===== src/rtl/aoi222_char_sequencer.sv =====
// aoi222_char_sequencer: drives exhaustive/LFSR patterns into an AOI222 cell and checks/counts its QN response.
module aoi222_char_sequencer #(
    parameter int SETTLE = 2,
    parameter int CNT_W  = 8
) (
    input  logic             clk,
    input  logic             rstb,
    input  logic             start,
    input  logic             mode,
    input  logic             qn_dut,
    output logic             in1,
    output logic             in2,
    output logic             in3,
    output logic             in4,
    output logic             in5,
    output logic             in6,
    output logic             busy,
    output logic             done,
    output logic             fail,
    output logic [CNT_W-1:0] err_cnt,
    output logic [CNT_W-1:0] tog_cnt
);
    typedef enum logic [1:0] {IDLE, RUN, FIN} state_t;
    localparam logic [3:0] SET = 4'(SETTLE);
    state_t     state;
    logic [5:0] pat;
    logic       mode_q;
    logic [3:0] wait_cnt;
    logic       prev_qn;
    logic       have_prev;
    logic       golden;
    logic       mism;
    logic       last;
    logic [5:0] nxt;
    assign {in6, in5, in4, in3, in2, in1} = pat;
    assign golden = ~((pat[0] & pat[1]) | (pat[2] & pat[3]) | (pat[4] & pat[5]));
    // case-inequality so an X/Z on the cell output is scored as a mismatch
    assign mism = qn_dut !== golden;
    assign nxt  = mode_q ? {pat[4:0], pat[5] ^ pat[4]} : pat + 6'd1;
    assign last = mode_q ? (pat == 6'b100000) : (pat == 6'd63);
    always_ff @(posedge clk or negedge rstb) begin
        if (!rstb) begin
            state     <= IDLE;
            pat       <= '0;
            mode_q    <= 1'b0;
            wait_cnt  <= '0;
            prev_qn   <= 1'b0;
            have_prev <= 1'b0;
            busy      <= 1'b0;
            done      <= 1'b0;
            fail      <= 1'b0;
            err_cnt   <= '0;
            tog_cnt   <= '0;
        end else begin
            case (state)
                IDLE: if (start) begin
                    mode_q    <= mode;
                    pat       <= mode ? 6'd1 : 6'd0;
                    err_cnt   <= '0;
                    tog_cnt   <= '0;
                    fail      <= 1'b0;
                    have_prev <= 1'b0;
                    wait_cnt  <= SET;
                    busy      <= 1'b1;
                    state     <= RUN;
                end
                RUN: if (wait_cnt == 4'd1) begin
                    if (mism) begin
                        fail <= 1'b1;
                        if (err_cnt != '1) err_cnt <= err_cnt + 1'b1;
                    end
                    if (have_prev && (qn_dut !== prev_qn) && tog_cnt != '1) tog_cnt <= tog_cnt + 1'b1;
                    prev_qn   <= qn_dut;
                    have_prev <= 1'b1;
                    if (last) begin
                        pat   <= '0;
                        busy  <= 1'b0;
                        done  <= 1'b1;
                        state <= FIN;
                    end else begin
                        pat      <= nxt;
                        wait_cnt <= SET;
                    end
                end else begin
                    wait_cnt <= wait_cnt - 4'd1;
                end
                default: begin
                    done  <= 1'b0;
                    state <= IDLE;
                end
            endcase
        end
    end
endmodule


===== config.mk =====
export PLATFORM = sky130hd
export DESIGN_NAME = aoi222_char_sequencer
export DESIGN_NICKNAME = d
export VERILOG_FILES = /design/src/rtl/aoi222_char_sequencer.sv
export SDC_FILE = /design/constraint.sdc
export NUM_CORES = 1
export LEC_CHECK = 0
export ABC_AREA = 0
export ABC_CLOCK_PERIOD_IN_PS = 2200
export CORE_MARGIN = 1.5
export CORE_UTILIZATION = 50
export CTS_CLUSTER_SIZE = 30
export DETAILED_ROUTE_END_ITERATION = 8
export PLACE_DENSITY = 0.75
export SLEW_MARGIN = 20
export SYNTH_ARGS = -nofsm -noshare
export SYNTH_HDL_FRONTEND = slang
export SYNTH_SLANG_ARGS = --single-unit

===== constraint.sdc =====
create_clock -name clk -period 2.2 [get_ports clk]
set_clock_uncertainty 0.05 [all_clocks]
set_input_delay 0.44 -clock clk [delete_from_list [all_inputs] [get_ports clk]]
set_output_delay 0.44 -clock clk [all_outputs]
set_load 0.01 [all_outputs]

==> summary.md, run 1 <==
| Metric | Value |
|---|---|
| H-tree levels | 2 |
| Die width | approximately 65 microns |
| Largest net degree at the start of global routing | 35 |
| Die ar. | about 4200 sq um |
| Sink Count | 34 |
| EDFF count, synth | 0 |
| Final hold violation count | 0 |
| FFs w/ async S/R, synth | 100% |
| Maximum vdd ir drop | approximately 0.64 mV |
| Period utilization | 95.5% |
| P_leak | 1.01 nW |
| Hold buffer count at CTS | 0 |
| Hold_ws | 443 ps |
| Flop2flop setup slack | 100 ps |
| Synthesis-to-layout area growth | 24.8% |
| Site row count | 22 |
| Core ar. | about 3700 sq um |
| Post-DP HPWL | 3.09 mm |
| Post-CTS Setup Bufs | 0 |
| RSZ-0062 raised after global routing | false |
| Pins over their slew limit | 0 |
| Ant. Diodes | 0 |
| Outcome | finished, final reports clean |
| Residual DRC | 0 |
| Worst rel slew slack | around 66% |
| R2R cell count | 6 |
| Area of the multi-input gates | 982 sq um |
| Main synth FF type | dfrtp_1 |
| Multiplexer area fraction after synthesis | 1.19% |
| Syn nets | around 210 |
| WL per Instance | 15.3 microns |
| Max-cap viol count | 0 |
| Initial DRT Pass Iterations | 4 |
| Via count | 1,673 |
| Ys Warns | 0 |
| Final WS setup | approximately 98 ps |
| Routed Antenna Nets | 0 |
| Netlist cell types | 55 |
| Setup_tns | 0 ps |
| Nets@finish | between 200 and 250 |
| Largest cells by area after synthesis | dfrtp_1, o21ai_0, nand2_1 |
| Die height | approximately 65 microns |
| Data arrival time of the worst path | 2220 ps |
| Final Wtd Congestion | 0.937 |
| Initial DRC Count | 121 |
| Main combinational cell family by area after synthesis | compound AO/OA/AOI/OAI gates |
| Setup crit end kind | flop |
| I/O Buffers | 29 |
| Post-Synth Adder-Cell Area | 3.96% |
| Setup CP Type | flop to flop |
| Storage element area | 851 sq um |
| Worst setup SP type | flop |
| Compound-cell area share of the yosys netlist | 24.0% |
| Reg2Reg Launch Point | pat[0] |
| Reg clk slew, reported paths | ~70 ps |
| Cells after Synth | approximately 190 |
| Vias per cell | about 5.9 |
| Critical path required time | 2320 ps |
| Global-route wire length before repair | 7.69 mm |
| Leading area contributor after synthesis | dfrtp_1 |
| Clock Path Buffers | 2 |
| Total CTS buffers | 5 |
| Hold crit path type | flop to flop |
| Most frequent cells in the layout | dfrtp_1, clkdlybuf4s50_1, o21ai_0, nand2_1, nor2_1 |
| Total grt overflow | 0 |
| Fmax | ~480 MHz |
| Pwr Density | 1110 nW/um^2 |
| CTS Root Cell | clkbuf_8 |
| Num ports | 30 |
| Dpl ws | 33.3 ps |
| Number of global-route vias before repair | 1,699 |
| Layout cell share with drive strength beyond 1 | 14.5% |
| R2r endpoint | err_cnt[7] |
| #FFs+latches synth | 34 |
| Setup-failing EPs final | 0 |
| Post-Synth XOR/XNOR Area | 2.71% |
| Register area share after synthesis | 44.9% |
| Min cycle time layout | 2100 ps |
| Tot GR Track Use | 24.0% |
| # fillers | 305 |
| CTS tree | yes |
| Initial antenna violation count | 0 |
| # resized after CTS | 0 |
| Worst skew pair latency | 290 ps |
| CP Capture Point | err_cnt[7] |
| Synthesized area | 1900 sq um |
| Worst-margin pin slew | slightly above 500 ps |
| Starting Density | 51.8% |
| Mean Syn Cell Area | about 10 sq um |
| Synth Area in Simple Gates | 19.9% |
| Worst Setup SP | pat[0] |
| Routed wire length | 4.31 mm |
| Critical path peak fanout | 7 |
| Synth top area share | around 45% |
| Commonest non-fill, non-tap cell in the layout | dfrtp_1 |
==> per-stage QoR <==
stage | area, sq um | total power [mW] | instances | utilization (%)
final | 2360 | 2.63 | 282 | 64.6
after global routing | 2360 | 2.83 | 282 | 64.6
after CTS | 2360 | 2.64 | 282 | 64.5
after detailed placement | 2270 | 2.16 | 274 | 62.0
after global placement | 2270 | 2.10 | 274 | 62.0
after floorplan | 1900 | 1.71 | 194 | -
==> area by class of cell <==
class	count	share of cell area, %
multi-input combinational	149	41.5
tap	48	2.54
timing repair buffer	39	15.4
clock inverter	1	0.212
clock buffer	7	3.65
sequential	34	36.0
inverter	4	0.635
==> cells by family after synthesis <==
| logic type | after synthesis |
|---|---|
| compound gates | 66 |
| xor+xnor | 5 |
| fa+ha+maj | 6 |
| buf+inv | 11 |
| flops | 34 |
| mux | 2 |
| simple gates | 70 |
==> Yosys cell counts (2+ instances only) <==
cell / count
dfrtp_1: 34
o21ai_0: 24
nand2_1: 21
nor2_1: 12
a21oi_1: 9
nand3_1: 8
ha_1: 6
nand4_1: 5
and3_1: 4
inv_1: 4
xor2_1: 4
a31oi_1: 3
and3_2: 3
buf_6: 3
clkbuf_1: 3
nor3_1: 3
o31ai_1: 3
a211oi_1: 2
a21o_1: 2
a221o_1: 2
a22o_1: 2
a22oi_1: 2
mux2_2: 2
nor3b_1: 2
==> worst min-delay path by stage <==
stage / start / endpoint / slack (ps) / depth (start not counted)
6_report: busy / busy / 440 / 1
5_1_grt: prev_qn / prev_qn / 480 / 2
4_1_cts: busy / busy / 450 / 1
3_5_place_dp: busy / busy / 440 / 1
3_3_place_gp: busy / busy / 410 / 1
2_1_floorplan: rstb / busy / 90 / 0
==> flip-flops by register name, summed over array words and instances, names as in the netlist <==
| signal | count |
|---|---|
| busy | 1 |
| done | 1 |
| err_cnt | 8 |
| wait_cnt | 4 |
| have_prev | 1 |
| prev_qn | 1 |
| mode_q | 1 |
| state | 2 |
| tog_cnt | 8 |
| fail | 1 |
| pat | 6 |
==> power by group <==
group          leakage, nW  total [mW]  switching, mW  internal (mW)
registers            0.429        1.03          0.228          0.801
logic                0.530        1.13          0.549          0.577
clock network       0.0482       0.479          0.226          0.252
total                 1.01        2.63           1.00           1.63
==> per-layer routing <==
| metal | GRT usage [%] | wire length [microns] | part of all wire, % | up-vias |
|---|---|---|---|---|
| met2 | 37.9 | 2110 | 49 | 50 |
| met5 | 0 | 0 | 0 | - |
| met1 | 30.3 | 1940 | 45 | 813 |
| met3 | 6.42 | 206 | 4.8 | 4 |
| met4 | 12.8 | 44 | 1.0 | 0 |
| li1 | - | - | - | 806 |
==> critical path, stage by stage, from the launching register on <==
cell	delay, ps
dfrtp_1	390
ha_1	260
a211oi_4	260
xor2_2	350
and2_4	250
o21ai_2	70
a221o_1	340
Note: power is estimated with default switching activity, not from simulation.
==> inputs of run 2 (changes only) <==
--- a/config.mk
+++ b/config.mk
@@ -16,3 +16,4 @@
 export SYNTH_ARGS = -nofsm -noshare
 export SYNTH_HDL_FRONTEND = slang
 export SYNTH_SLANG_ARGS = --single-unit
+export TNS_END_PERCENT = 10
==> results of run 2 <==
The final DEF is identical to that of run 1; final timing and power are the same.
==> inputs of run 3 (changes only) <==
--- a/config.mk
+++ b/config.mk
@@ -12,6 +12,7 @@
 export CTS_CLUSTER_SIZE = 30
 export DETAILED_ROUTE_END_ITERATION = 8
 export PLACE_DENSITY = 0.75
+export SKIP_CTS_REPAIR_TIMING = 1
 export SLEW_MARGIN = 20
 export SYNTH_ARGS = -nofsm -noshare
 export SYNTH_HDL_FRONTEND = slang
==> results of run 3 <==
The final DEF is identical to that of run 1; final timing and power are the same.
